<file path="src/rtl/alu_output_monitor.sv">
// Runtime checker for the 4-bit ALU: recomputes each sampled transaction with a golden model,
// counts mismatches, logs the first failure and raises a sticky alarm at THRESHOLD.
module alu_output_monitor #(
    parameter int CNT_W     = 8,
    parameter int THRESHOLD = 1
) (
    input  logic             clk,
    input  logic             rst_n,
    input  logic             enable,
    input  logic             clear,
    input  logic             in_valid,
    input  logic [3:0]       A,
    input  logic [3:0]       B,
    input  logic [1:0]       op,
    input  logic [3:0]       dut_result,
    input  logic             dut_carry,
    input  logic             dut_zero,
    input  logic             dut_overflow,
    output logic             chk_valid,
    output logic             mismatch,
    output logic [3:0]       mismatch_flags,
    output logic [CNT_W-1:0] mismatch_count,
    output logic             alarm,
    output logic             log_valid,
    output logic [14:0]      log_data,
    output logic [1:0]       state
);

    // state | meaning
    // IDLE  | monitoring off, nothing captured
    // ARMED | capturing and checking transactions
    // ALARM | threshold reached; checking continues until clear/reset
    typedef enum logic [1:0] {
        IDLE  = 2'b00,
        ARMED = 2'b01,
        ALARM = 2'b10
    } state_t;

    localparam logic [CNT_W-1:0] CNT_MAX = {CNT_W{1'b1}};
    localparam logic [CNT_W-1:0] THR     = CNT_W'(THRESHOLD);

    state_t     state_q;
    logic       s1_valid;
    logic [3:0] s1_a;
    logic [3:0] s1_b;
    logic [1:0] s1_op;
    logic [3:0] s1_res;
    logic       s1_c;
    logic       s1_z;
    logic       s1_v;

    logic [4:0]       g_sum;
    logic             g_v;
    logic [3:0]       flags_next;
    logic             mis_next;
    logic [CNT_W-1:0] count_next;
    logic             alarm_next;

    assign state = state_q;

    always_comb begin
        g_sum = 5'd0;
        g_v   = 1'b0;
        case (s1_op)
            2'b00: begin
                g_sum = {1'b0, s1_a} + {1'b0, s1_b};
                g_v   = (s1_a[3] == s1_b[3]) && (g_sum[3] != s1_a[3]);
            end
            2'b01: begin
                // carry out of A + ~B + 1 is the "no borrow" indication
                g_sum = {1'b0, s1_a} + {1'b0, ~s1_b} + 5'd1;
                g_v   = (s1_a[3] != s1_b[3]) && (g_sum[3] != s1_a[3]);
            end
            2'b10:   g_sum = {1'b0, s1_a & s1_b};
            default: g_sum = {1'b0, s1_a | s1_b};
        endcase
    end

    always_comb begin
        flags_next = {g_sum[3:0] != s1_res,
                      g_sum[4] != s1_c,
                      (g_sum[3:0] == 4'd0) != s1_z,
                      g_v != s1_v};
        mis_next   = s1_valid && (flags_next != 4'd0);
        count_next = mismatch_count;
        if (mis_next && (mismatch_count != CNT_MAX))
            count_next = mismatch_count + 1'b1;
        alarm_next = alarm || (count_next >= THR);
    end

    always_ff @(posedge clk or negedge rst_n) begin
        if (!rst_n) begin
            state_q        <= IDLE;
            s1_valid       <= 1'b0;
            s1_a           <= 4'd0;
            s1_b           <= 4'd0;
            s1_op          <= 2'd0;
            s1_res         <= 4'd0;
            s1_c           <= 1'b0;
            s1_z           <= 1'b0;
            s1_v           <= 1'b0;
            chk_valid      <= 1'b0;
            mismatch       <= 1'b0;
            mismatch_flags <= 4'd0;
            mismatch_count <= '0;
            alarm          <= 1'b0;
            log_valid      <= 1'b0;
            log_data       <= 15'd0;
        end else if (clear) begin
            state_q        <= enable ? ARMED : IDLE;
            s1_valid       <= 1'b0;
            s1_a           <= 4'd0;
            s1_b           <= 4'd0;
            s1_op          <= 2'd0;
            s1_res         <= 4'd0;
            s1_c           <= 1'b0;
            s1_z           <= 1'b0;
            s1_v           <= 1'b0;
            chk_valid      <= 1'b0;
            mismatch       <= 1'b0;
            mismatch_flags <= 4'd0;
            mismatch_count <= '0;
            alarm          <= 1'b0;
            log_valid      <= 1'b0;
            log_data       <= 15'd0;
        end else begin
            s1_valid <= in_valid && (state_q != IDLE);
            if (in_valid && (state_q != IDLE)) begin
                s1_a   <= A;
                s1_b   <= B;
                s1_op  <= op;
                s1_res <= dut_result;
                s1_c   <= dut_carry;
                s1_z   <= dut_zero;
                s1_v   <= dut_overflow;
            end

            chk_valid      <= s1_valid;
            mismatch       <= mis_next;
            mismatch_flags <= s1_valid ? flags_next : 4'd0;
            mismatch_count <= count_next;
            alarm          <= alarm_next;

            if (mis_next && !log_valid) begin
                log_valid <= 1'b1;
                log_data  <= {s1_op, s1_a, s1_b, s1_res, s1_c};
            end

            // an entry still in flight after enable drops may cross the threshold
            case (state_q)
                IDLE: begin
                    if (alarm_next)  state_q <= ALARM;
                    else if (enable) state_q <= ARMED;
                end
                ARMED: begin
                    if (alarm_next)   state_q <= ALARM;
                    else if (!enable) state_q <= IDLE;
                end
                ALARM:   state_q <= ALARM;
                default: state_q <= IDLE;
            endcase
        end
    end

endmodule

</file>
<file path="config.mk">
export PLATFORM = sky130hd
export DESIGN_NAME = alu_output_monitor
export DESIGN_NICKNAME = d
export VERILOG_FILES = /design/src/rtl/alu_output_monitor.sv
export SDC_FILE = /design/constraint.sdc
export NUM_CORES = 1
export LEC_CHECK = 0
export BUFFER_PORTS_ARGS = -buffer_cell sky130_fd_sc_hd__buf_4
export CAP_MARGIN = 25
export CORE_MARGIN = 2
export CORE_UTILIZATION = 45
export DETAILED_ROUTE_END_ITERATION = 6
export HOLD_SLACK_MARGIN = 0.02
export PLACE_DENSITY = 0.67
export SKIP_CTS_REPAIR_TIMING = 1
export SLEW_MARGIN = 15
export SYNTH_ARGS = -nofsm -noshare
export SYNTH_HDL_FRONTEND = slang
export SYNTH_SLANG_ARGS = --single-unit
</file>
<file path="constraint.sdc">
create_clock -name clk -period 6.8 [get_ports clk]
set_input_delay 1.7 -clock clk [delete_from_list [all_inputs] [get_ports clk]]
set_output_delay 1.7 -clock clk [all_outputs]
set_load 0.01 [all_outputs]
</file>
# --- After elaboration in Yosys (flattened, before gate mapping) ---
# Cells that the tools add are included.
classes:
  add_sub_neg: 4
  mul: 0
  n_div: 0
  n_lt_le_gt_ge: 1
  eq_ne: 15
  shift: 0
  mux: 35
  bitwise: 3
  n_reduce_logical: 16
op_table:
  columns: ["op", "n"]
  rows:
  - ["$mux 4", 8]
  - ["$mux 15", 2]
  - ["$mux 8", 2]
  - ["$pmux 5 s3", 1]
  - ["$mux 2", 7]
  - ["$mux 1", 13]
  - ["$add 4x4->5", 2]
  - ["$add 8x1->8 const B", 1]
  - ["$ge 8x1->1 const B", 1]
  - ["$ne 4x4->1 const B", 2]
  - ["$ne 8x8->1 const B", 1]
  - ["$logic_and 1x1->1", 6]
  - ["$ne 1x1->1", 6]
  - ["$pmux 2 s3", 1]
  - ["$reduce_bool 2->1", 3]
  - ["$add 5x1->5 const B", 1]
  - ["$and 4x4->4", 1]
  - ["$eq 2x1->1 const B", 2]
  - ["$eq 2x2->1 const B", 2]
  - ["$logic_not 2->1", 2]
  - ["$logic_not 4->1", 1]
  - ["$ne 4x4->1", 1]
  - ["$not 4->4", 1]
  - ["$or 4x4->4", 1]
  - ["other kinds (6)", 6]
word_totals:
  regBits: 51
  latchBits: 0
  ramBits: 0
  rom_bits: 0
  input_bits: 22
  mem_count: 0

# --- Longest topological paths before layout ---
# Gate-level depths: netlist of the first run.
logic_depth:
  ltp_word: 16
  depth_mapped: 13
  mapped_depth_nobuf: 11

# --- Worst setup path before layout of the first run ---
# Ideal clock, no wire load.
synth_path:
  path_type: "register to register"
  from: "reg s1_a[0]"
  to: "reg mismatch_count[2]"
  t_arrival_ns: 2.868
  t_required_ns: 6.675
  path_slack_ns: 3.807
  stages_incl_launch_ff: 11
  n_path_buf: 0
  period_less_slack_ns: 2.993
  cell_sequence: "dfrtp_1 ha_1 fa_1 inv_1 mux4_2 o2111ai_1 nor3_1 xnor2_1 a31oi_2 nand3_1 mux2_2"
synth_between:
  elab_chain_cells: 11
  elab_cells_between_ends: 21
  classes_between: "3 x add/sub; 6 x eq/ne; 4 x mux; 2 x bitwise; 6 x reduce/logical"
synth_lines:
  columns: ["item", "line", "rtl"]
  rows:
  - ["from (decl)", "44", "logic [3:0] s1_a;"]
  - ["from (signal assigned)", "95", "s1_a <= 4'd0;"]
  - ["from (signal assigned)", "112", "s1_a <= 4'd0;"]
  - ["from (signal assigned)", "129", "s1_a <= A;"]
  - ["$add 4x4->5", "71", "g_sum = {1'b0, s1_a} + {1'b0, ~s1_b} + 5'd1;"]
  - ["$add 5x1->5", "71", null]
  - ["$ne 1x1->1", "72", "g_v = (s1_a[3] != s1_b[3]) && (g_sum[3] != s1_a[3]);"]
  - ["$logic_and 1x1->1", "72", null]
  - ["$pmux 1 s2", "64", "case (s1_op)"]
  - ["$ne 1x1->1", "83", "g_v != s1_v};"]
  - ["$reduce_bool 4->1 (*)", "84", "mis_next = s1_valid && (flags_next != 4'd0);"]
  - ["$logic_and 1x1->1 (*)", "84", null]
  - ["$logic_and 1x1->1 (*)", "86", "if (mis_next && (mismatch_count != CNT_MAX))"]
  - ["$mux 8 (*)", "86", null]
  - ["$mux 8 (*)", "109", "end else if (clear) begin"]
  - ["to (signal assigned)", "141", "mismatch_count <= count_next;"]
  - ["to (decl)", "22", "output logic [CNT_W-1:0] mismatch_count,"]
# Mark *: on every way between the ends. The rest lies on a longest branch, timed or not.
# A chain may end at the register's enable or synchronous reset.

# --- Worst setup path after layout of the first run ---
layout_path:
  from: "reg s1_b[2]"
  to: "reg mismatch_count[2]"
layout_between:
  elab_chain_cells: 12
  elab_cells_between_ends: 22
  classes_between: "3 x add/sub; 6 x eq/ne; 4 x mux; 3 x bitwise; 6 x reduce/logical"
layout_lines:
  columns: ["item", "line", "rtl"]
  rows:
  - ["from (decl)", "45", "logic [3:0] s1_b;"]
  - ["from (signal assigned)", "96", "s1_b <= 4'd0;"]
  - ["from (signal assigned)", "113", "s1_b <= 4'd0;"]
  - ["from (signal assigned)", "130", "s1_b <= B;"]
  - ["$not 4->4", "71", null]
  - ["$add 4x4->5", "71", null]
  - ["$add 5x1->5", "71", null]
  - ["$ne 1x1->1", "72", null]
  - ["$logic_and 1x1->1", "72", null]
  - ["$pmux 1 s2", "64", null]
  - ["$ne 1x1->1", "83", null]
  - ["$reduce_bool 4->1 (*)", "84", null]
  - ["$logic_and 1x1->1 (*)", "84", null]
  - ["$logic_and 1x1->1 (*)", "86", null]
  - ["$mux 8 (*)", "86", null]
  - ["$mux 8 (*)", "109", null]
# Marks and branches as above.

==> results.md, run 1 <==
- Synth top area cells: dfrtp_1, mux2i_1, ha_1
- Fin. max-slew vios: 0
- Worst setup path class: register to register
- Crit start category: register
- Async set-reset flop share out of synthesis: 1.00
- Status: finished, final reports clean
- Max_cap viols: 0
- FILL cells: 531
- Max stage delay on crit path: 0.51 ns
- Setup-failing EPs final: 0
- Hold crit path type: register to register
- Core Util, Final: 0.558
- Pleak: 1.59 nW
- Layout Skew: 0.00807 ns
- Die height: 83.5 um
- GR Util All Layers: 0.183
- Routed len/inst: 15.7 um
- Post-Syn Area: 2840 um2
- Final hold vios: 0
- Largest net degree at the start of global routing: 52
- Final ANT Viol Nets: 0
- Vias in the first global route: 2046
- CP required: 7.00 ns
- Multi-input logic area: 1420 um2
- Placed instance area: 3260 um2
- Setup ws final: 3.49 ns
- Placer congestion estimate: 0.847
- Sequential Area: 1280 um2
- Post-Place Setup Slack: 3.22 ns
- Row count: 28
- Min Hold Slack: 0.516 ns
- Starting Density: 0.472
- Synthesized flop and latch total: 51
- Max FO, Critical Path: 9
- DRT iter0 DRCs: 130
- Clock Latency Late Sink: 0.30 ns
- Final Power: 0.886 mW
- F_max: 0.302 GHz
- Root Buffer: clkbuf_8
- Synth top area share: 0.449
- Detail Placement HPWL: 4.37 mm
- Ports: 55
- Vias per cell: 5.58
- Cells after Synth: 267
- CTS Sinks: 51
- Clock tree buffer depth: 2
- Die area: 6970 um2
- Die X: 83.5 um
- Relative slew slack: 0.562
- RSZ-0062 raised after global routing: no
- Total negative setup slack: 0 ns
- Tcrit/Tclk final: 0.487
- Share of layout cells above drive strength 1: 0.241
- H-tree depth: 2
- Syn Area/Cell: 10.6 um2
- Reg clk slew, reported paths: 0.10 ns
- Non-Filler Instances: 391
- Post-synth top area cell: dfrtp_1
- Final instance area: 3360 um2
- CTS Buf Count: 5
- Post-synthesis sequential area ratio: 0.449
- Final WL: 6.14 mm
- PwrDens: 264 nW/um2
- Worst-margin pin slew: 0.657 ns
- GR Overflow Total: 0
- Synth Flop Type: dfrtp_1
- CP Cell Sequence: inv_1 > ha_1 > nor3_2 > o31a_1 > o311a_1 > or3_1 > a21oi_2 > a31oi_2 > nand3_1 > mux2_2
- Worst vdd ir: 0.133 mV
- Port bufs: 54
- Post-Syn Nets: 304
- DRC viols: 0
- P&R area growth vs syn: 18.3%
- Final nets: 352
- CTS tree: done
- Slowest-stage cell, CP: ha_1
- Antenna cells: 0
- CP Capture Type: register
- CP arrival: 3.51 ns
- Yosys warnings: 0
- DP Cell Count: 382
- Initial antenna violation count: 0
- Final worst path period need: 3.31 ns
- Via count: 2183
- First-pass GRT wire length: 10.4 mm
- Drt pass-1 iters: 4
- Netlist cell types: 52
- Core area: 6030 um2
- Number of synthesized flops with an enable pin: 0
## critical path: cells and delay by family, from the launching register on
kind / cells / cell delay, ns
compound gates: 4 / 1.22
simple gates: 3 / 0.64
fa+ha+maj: 1 / 0.51
flops: 1 / 0.42
mux: 1 / 0.34
buf+inv: 1 / 0.08
## cell families after synthesis
family          synth area share
fa+ha+maj                 0.0713
buf+inv                   0.0524
flops                      0.449
compound gates             0.158
xor+xnor                  0.0246
mux                       0.0867
simple gates               0.158
## report_power, final
part | switching [mW] | total [mW] | internal [mW]
clock | 0.100 | 0.184 | 0.0836
sequential | 0.0449 | 0.381 | 0.336
combinational | 0.174 | 0.322 | 0.147
total | 0.319 | 0.886 | 0.567
## final cells by class
| type | instances | share of cell area |
|---|---|---|
| repair buffers | 57 | 0.128 |
| flip-flops and latches | 51 | 0.379 |
| clock inverters | 1 | 0.00260 |
| well taps | 75 | 0.0279 |
| inverters | 13 | 0.0145 |
| multi-input cells | 187 | 0.422 |
| clock buffers | 7 | 0.0257 |
## per-layer routing
| metal | global-route usage | wire, um | vias up | share of wire |
|---|---|---|---|---|
| li1 | - | - | 1052 | - |
| met1 | 0.289 | 3010 | 1062 | 0.49 |
| met2 | 0.256 | 2650 | 64 | 0.43 |
| met3 | 0.0406 | 428 | 5 | 0.070 |
| met4 | 0.0425 | 42 | 0 | 0.0068 |
| met5 | 0 | 0 | - | 0 |
## cell usage after synthesis (all sizes together) (2+ instances only)
| library cell | instances |
|---|---|
| dfrtp | 51 |
| nor2 | 29 |
| mux2i | 19 |
| a22o | 18 |
| ha | 13 |
| inv | 13 |
| a21oi | 11 |
| nor3 | 11 |
| buf | 8 |
| clkbuf | 8 |
| nand3 | 7 |
| nor2b | 7 |
| nand2 | 6 |
| o21ai | 5 |
| or3 | 5 |
| a211oi | 4 |
| a31oi | 4 |
| xnor2 | 4 |
| xor2 | 4 |
| a21o | 3 |
| and3 | 3 |
| mux2 | 3 |
| nor3b | 3 |
| o31ai | 3 |
| and4b | 2 |
| fa | 2 |
| nand2b | 2 |
| nand3b | 2 |
| nor4 | 2 |
## final timing paths
kind,startpoint,end,slack (ns),cells past startpoint
worst max-delay path,s1_b[2],mismatch_count[2],3.49,10
worst min-delay path,s1_v,s1_v,0.52,1
worst max register to register,s1_b[2],mismatch_count[2],3.49,10
worst min register to register,s1_v,s1_v,0.52,1
max in group asynchronous,rst_n,s1_op[1],4.96,1
min in group asynchronous,rst_n,s1_b[2],1.41,1
## cell usage in the layout, fill, tap and decap left out, drive strengths merged, types with 6 or more instances in the layout
cell type,netlist,layout
buf,8,57
dfrtp,51,51
nor2,29,29
mux2i,19,19
a22o,18,18
inv,13,13
ha,13,13
a21oi,11,11
nor3,11,11
nor2b,7,7
nand3,7,7
clkbuf,8,7
nand2,6,6
## registers in the layout, indices dropped and copies added, names as in the netlist, 2 cells and up
signal and count:
mismatch_count 8, s1_a 4, s1_op 2, log_data 15, s1_b 4, s1_res 4, mismatch_flags 4, state 2
No activity file was read; power rests on OpenSTA's default activity.
==> run 2: changes to the inputs <==
Clock period 6.8 ns to 3.05 ns, I/O delays scaled along.
==> results.md, run 2 (synthesis gave the netlist of run 1 again) <==
- F_max: 0.328 GHz (+8.7%)
- Ports: 55 (unchanged)
- DRT iter0 DRCs: 138 (+6.2%)
- Die X: 83.5 um (unchanged)
- CP Capture Type: register
- Vias per cell: 5.47 (-2.1%)
- Max_cap viols: 0 (unchanged)
- Relative slew slack: 0.568 (+0.00649)
- Largest net degree at the start of global routing: 52 (unchanged)
- Final instance area: 3640 um2 (+8.1%)
- Vias in the first global route: 2194 (+7.2%)
- Starting Density: 0.472 (unchanged)
- Sequential Area: 1280 um2 (+0.20%)
- Final hold vios: 0 (unchanged)
- Placer congestion estimate: 0.941 (+11%)
- Max stage delay on crit path: 0.49 ns (-0.02 ns)
- Hold crit path type: input port to asynchronous set/reset pin
- Most common cell after layout, fill and taps aside: buf_4
- Crit start category: register
- PwrDens: 608 nW/um2 (+130%)
- Row count: 28 (unchanged)
- DP Cell Count: 402 (+5.2%)
- Final WL: 6.73 mm (+9.7%)
- Antenna cells: 0 (unchanged)
- Final worst path period need: 3.05 ns (-0.266 ns)
- Top reg by flops: log_data
- GR Overflow Total: 0 (unchanged)
- Largest registers: log_data (15), mismatch_count (8)
- First-pass GRT wire length: 11.2 mm (+7.8%)
- Root Buffer: clkbuf_8
- Multi-input logic area: 1500 um2 (+6.1%)
- Pleak: 1.72 nW (+8.4%)
- Via count: 2269 (+3.9%)
- Most frequent cells in the layout: buf_4, dfrtp_1, nor2_1
- Placed instance area: 3420 um2 (+5.0%)
- Detail Placement HPWL: 4.74 mm (+8.6%)
- Clock tree buffer depth: 2 (unchanged)
- Die area: 6970 um2 (unchanged)
- Tcrit/Tclk final: 0.999 (+0.512)
- Port bufs: 54 (unchanged)
- Worst-margin pin slew: 0.647 ns (-0.00973 ns)
- Initial antenna violation count: 0 (unchanged)
- Drt pass-1 iters: 4 (unchanged)
- H-tree depth: 2 (unchanged)
- CP required: 3.25 ns (-3.75 ns)
- Die height: 83.5 um (unchanged)
- Routed len/inst: 16.2 um (+3.4%)
- Buffer and inverter count on the worst path: 3 (+2)
- Total negative setup slack: 0 ns (unchanged)
- P&R area growth vs syn: 27.9%
- RSZ-0062 raised after global routing: yes
- CTS Buf Count: 5 (unchanged)
- Final ANT Viol Nets: 0 (unchanged)
- Status: finished, final reports clean
- Final nets: 376 (+6.8%)
- DRC viols: 0 (unchanged)
- FILL cells: 528 (-0.56%)
- Critical path's top delay family: adder cells
- CP Cell Sequence: ha_2 > fa_1 > inv_1 > mux4_2 > o2111ai_1 > nor3_2 > xnor2_2 > buf_4 > a311oi_4 > buf_12 > mux2i_1 > nor2_1
- CP arrival: 3.24 ns (-0.27 ns)
- Max reg flops: 15 (unchanged)
- Post-Place Setup Slack: -0.0234 ns (-3.24 ns)
- Setup ws final: 0.00361 ns (-3.48 ns)
- Layout Skew: 0.00734 ns (-0.000733 ns)
- Worst setup path class: register to register
- Setup-failing EPs final: 0 (unchanged)
- GR Util All Layers: 0.197 (+0.0140)
- CTS tree: done
- Max FO, Critical Path: 15 (+6)
- Reg clk slew, reported paths: 0.10 ns (about the same)
- Clock Latency Late Sink: 0.31 ns (about the same)
- Worst vdd ir: 0.356 mV (+170%)
- Non-Filler Instances: 415 (+6.1%)
- Fin. max-slew vios: 0 (unchanged)
- Core area: 6030 um2 (unchanged)
- Slowest-stage cell, CP: mux4_2
- Share of layout cells above drive strength 1: 0.350 (+0.109)
- Final Power: 2.21 mW (+150%)
- CTS Sinks: 51 (unchanged)
[run 2: cell type report]
| cell class | count | share of cell area |
|---|---|---|
| sequential | 51 | 0.352 |
| timing repair buffer | 81 | 0.172 |
| tap | 75 | 0.0258 |
| clock inverter | 3 | 0.00516 |
| multi-input combinational | 187 | 0.413 |
| clock buffer | 5 | 0.0189 |
| inverter | 13 | 0.0134 |
[run 2: path summary, 6_finish.rpt]
path | start | to | slack [ns] | cells after the start
max in group asynchronous | rst_n | s1_b[1] | 2.15 | 1
worst max-delay path | s1_a[0] | log_data[4] | 0.004 | 12
worst min register to register | log_data[5] | log_data[5] | 0.53 | 2
min in group clk | log_data[5] | log_data[5] | 0.53 | 2
worst min-delay path | rst_n | log_data[5] | 0.46 | 1
worst max register to register | s1_a[0] | log_data[4] | 0.004 | 12
[run 2: metrics by stage]
step           hold WS (ns)   util
2_1_floorplan         0.467      -
3_3_place_gp          0.502  0.567
3_5_place_dp          0.508  0.567
4_1_cts               0.494  0.582
5_1_grt               0.507  0.604
6_report              0.458  0.604
[run 2: where the power goes]
| part | leakage (nW) | total, mW | switching (mW) | internal, mW |
|---|---|---|---|---|
| registers | 0.696 | 0.837 | 0.0868 | 0.750 |
| clock network | 0.0483 | 0.404 | 0.242 | 0.162 |
| logic | 0.977 | 0.971 | 0.494 | 0.478 |
| total | 1.72 | 2.21 | 0.822 | 1.39 |
[run 2: worst reg2reg max path, stage by stage (launching register included)]
cell       delay [ns]
dfrtp_1          0.42
ha_2             0.21
fa_1             0.48
inv_1            0.04
mux4_2           0.49
o2111ai_1        0.12
nor3_2           0.09
xnor2_2          0.18
buf_4            0.17
a311oi_4         0.24
buf_12           0.21
mux2i_1          0.21
nor2_1           0.06
[run 2: routing by layer]
layer	GRT usage	up-vias	wire length (um)
met3	0.0485	8	397
met4	0.0469	0	77
met1	0.309	1098	3310
met2	0.273	66	2950
met5	0	-	0
li1	-	1097	-
==> run 3: changes to the inputs <==
Settings changed: ABC_AREA from default to 1, PLACE_DENSITY 0.67 to 0.73.
==> results.md, run 3 <==
- Post-synthesis mux area share: 0 (-0.0867)
- Complex-gate fraction of the synthesized area: 0.0994 (-0.0590)
- Vias per cell: 5.03 (-8.1%)
- Non-Filler Instances: 472 (+14%)
- PwrDens: 526 nW/um2 (-13%)
- Synth top area share: 0.461 (+0.0120)
- GR Overflow Total: 0 (unchanged)
- Final instance area: 3560 um2 (-2.2%)
- DRC viols: 0 (unchanged)
- Reg clk slew, reported paths: 0.10 ns (about the same)
- Root Buffer: clkbuf_8
- Post-synthesis sequential area ratio: 0.461 (+0.0120)
- Hold crit path type: input port to asynchronous set/reset pin
- Most frequent cells in the layout: nand2_1, buf_4, dfrtp_1
- Relative slew slack: 0.575 (+0.00637)
- Main combinational cell family by area after synthesis: simple AND/OR/NAND/NOR gates
- First-pass GRT wire length: 10.4 mm (-7.4%)
- Share of layout cells above drive strength 1: 0.302 (-0.0477)
- CP arrival: 3.25 ns (about the same)
- Fin. max-slew vios: 0 (unchanged)
- Die area: 6800 um2 (-2.5%)
- Async set-reset flop share out of synthesis: 1.00 (unchanged)
- CTS tree: done
- P&R area growth vs syn: 28.5%
- Worst vdd ir: 0.276 mV (-22%)
- Setup-failing EPs final: 0 (unchanged)
- Detail Placement HPWL: 4.61 mm (-2.7%)
- Placer congestion estimate: 0.896 (-4.8%)
- F_max: 0.329 GHz (+0.25%)
- Max_cap viols: 0 (unchanged)
- GR Util All Layers: 0.202 (+0.00481)
- Final WL: 6.60 mm (-1.9%)
- Crit start category: register
- Cell with the most instances after synthesis: nand2_1
- Antenna cells: 0 (unchanged)
- Final ANT Viol Nets: 0 (unchanged)
- Die height: 82.4 um (-1.2%)
- Simple-gate share of the synthesized area: 0.259 (+0.101)
- CP Capture Type: register
- Synth Flop Type: dfrtp_1
- Setup ws final: 0.0113 ns (+0.00770 ns)
- Die X: 82.4 um (-1.2%)
- DRT iter0 DRCs: 154 (+12%)
- Final Power: 1.87 mW (-15%)
- Clock tree buffer depth: 2 (unchanged)
- Tcrit/Tclk final: 0.996 (-0.00252)
- Pleak: 1.79 nW (+4.2%)
- Synthesized flop and latch total: 51 (unchanged)
- Worst-margin pin slew: 0.638 ns (-0.00955 ns)
- XOR/XNOR share of the synthesized area: 0.0348 (+0.0101)
- Cells after Synth: 332 (+24%)
- RSZ-0062 raised after global routing: yes
- Vias in the first global route: 2187 (-0.32%)
- Starting Density: 0.468 (-0.00409)
- Post-synth top area cell: dfrtp_1
- Post-Syn Area: 2770 um2 (-2.6%)
- Netlist cell types: 29 (-44%)
- Ports: 55 (unchanged)
- Synth top area cells: dfrtp_1, nand2_1, o21ai_0
- Placed instance area: 3250 um2 (-4.8%)
- Top cells by count, synth: nand2_1, dfrtp_1, inv_1, o21ai_0, nand3_1
- Drt pass-1 iters: 4 (unchanged)
- Post-Syn Nets: 369 (+21%)
- Number of synthesized flops with an enable pin: 0 (unchanged)
- Final hold vios: 0 (unchanged)
- Post-Place Setup Slack: 0.100 ns (+0.124 ns)
- Initial antenna violation count: 0 (unchanged)
- Top reg by flops: log_data
- H-tree depth: 2 (unchanged)
- Core area: 5920 um2 (-1.7%)
- DP Cell Count: 457 (+14%)
- Final nets: 433 (+15%)
- Max reg flops: 15 (unchanged)
- Largest registers: log_data (15), mismatch_count (8)
- Routed len/inst: 14.0 um (-14%)
- CTS Sinks: 51 (unchanged)
- CP required: 3.26 ns (about the same)
- Post-synthesis adder-cell area fraction: 0.0732 (+0.00190)
- Via count: 2372 (+4.5%)
- Layout Skew: 0.0108 ns (+0.00347 ns)
- Syn Area/Cell: 8.34 um2 (-22%)
- Port bufs: 54 (unchanged)
- Largest net degree at the start of global routing: 52 (unchanged)
- Row count: 28 (unchanged)
- Max FO, Critical Path: 7 (-8)
- Status: finished, final reports clean
- Yosys warnings: 0 (unchanged)
- Worst setup path class: register to register
- Most common cell after layout, fill and taps aside: nand2_1
- CTS Buf Count: 5 (unchanged)
- Clock Latency Late Sink: 0.31 ns (about the same)
- Final worst path period need: 3.04 ns (-0.00770 ns)
-- run 3: stage by stage --
step           hold slack, ns   util  TNS (ns)
2_1_floorplan           0.467      -         0
3_3_place_gp            0.471  0.550         0
3_5_place_dp            0.475  0.550         0
4_1_cts                 0.491  0.573         0
5_1_grt                 0.518  0.601    -0.337
6_report                0.446  0.601         0
-- run 3: power breakdown --
group	switching [mW]	internal (mW)
clock network	0.238	0.327
logic	0.316	0.225
registers	0.0441	0.720
total	0.598	1.27
-- run 3: path summary, 6_finish.rpt --
kind / startpoint / slack, ns / to / cells after the start
max reg2reg: s1_a[0] / 0.01 / state[0] / 20
min: rst_n / 0.45 / log_data[11] / 1
max: s1_a[0] / 0.01 / state[0] / 20
min in group clk: log_data[12] / 0.49 / log_data[12] / 2
max in group asynchronous: rst_n / 2.10 / s1_a[3] / 1
min reg2reg: log_data[12] / 0.49 / log_data[12] / 2
-- run 3: final cells by class --
type | count | area (um2)
sequential | 51 | 1280
clock buffer | 5 | 68.8
timing repair buffer | 64 | 492
clock inverter | 3 | 67.6
fill | 526 | 2360
inverter | 44 | 165
multi-input combinational | 230 | 1390
tap | 75 | 93.8
-- run 3: layer usage --
layer	vias to the layer above	routed length [um]	global-route usage
met1	1125	3180	0.300
met2	57	3050	0.300
met4	0	102	0.0700
met5	-	0	0
met3	9	278	0.0293
li1	1181	-	-
-- run 3: kinds of logic (layout without fill, tap and decap cells) --
kind of cell | count (synthesis) | count (layout)
fa+ha+maj | 15 | 15
compound gates | 52 | 52
flops | 51 | 51
xor+xnor | 11 | 11
buf+inv | 51 | 116
simple gates | 152 | 152
-- run 3: worst max-delay path: stages, from the launching register on --
cell     delay (ns)
dfrtp_1        0.41
inv_2          0.08
ha_4           0.17
fa_2           0.52
inv_1          0.04
nand2_1        0.08
nand3_2        0.10
nand2_2        0.10
and3_4         0.19
nand3_1        0.08
nand2_2        0.10
nand3_4        0.13
nand3_4        0.16
buf_6          0.12
nand2_2        0.04
nand2_2        0.06
nand2_2        0.07
nor3_4         0.20
nand4_1        0.15
nand3_1        0.09
nand2_1        0.05
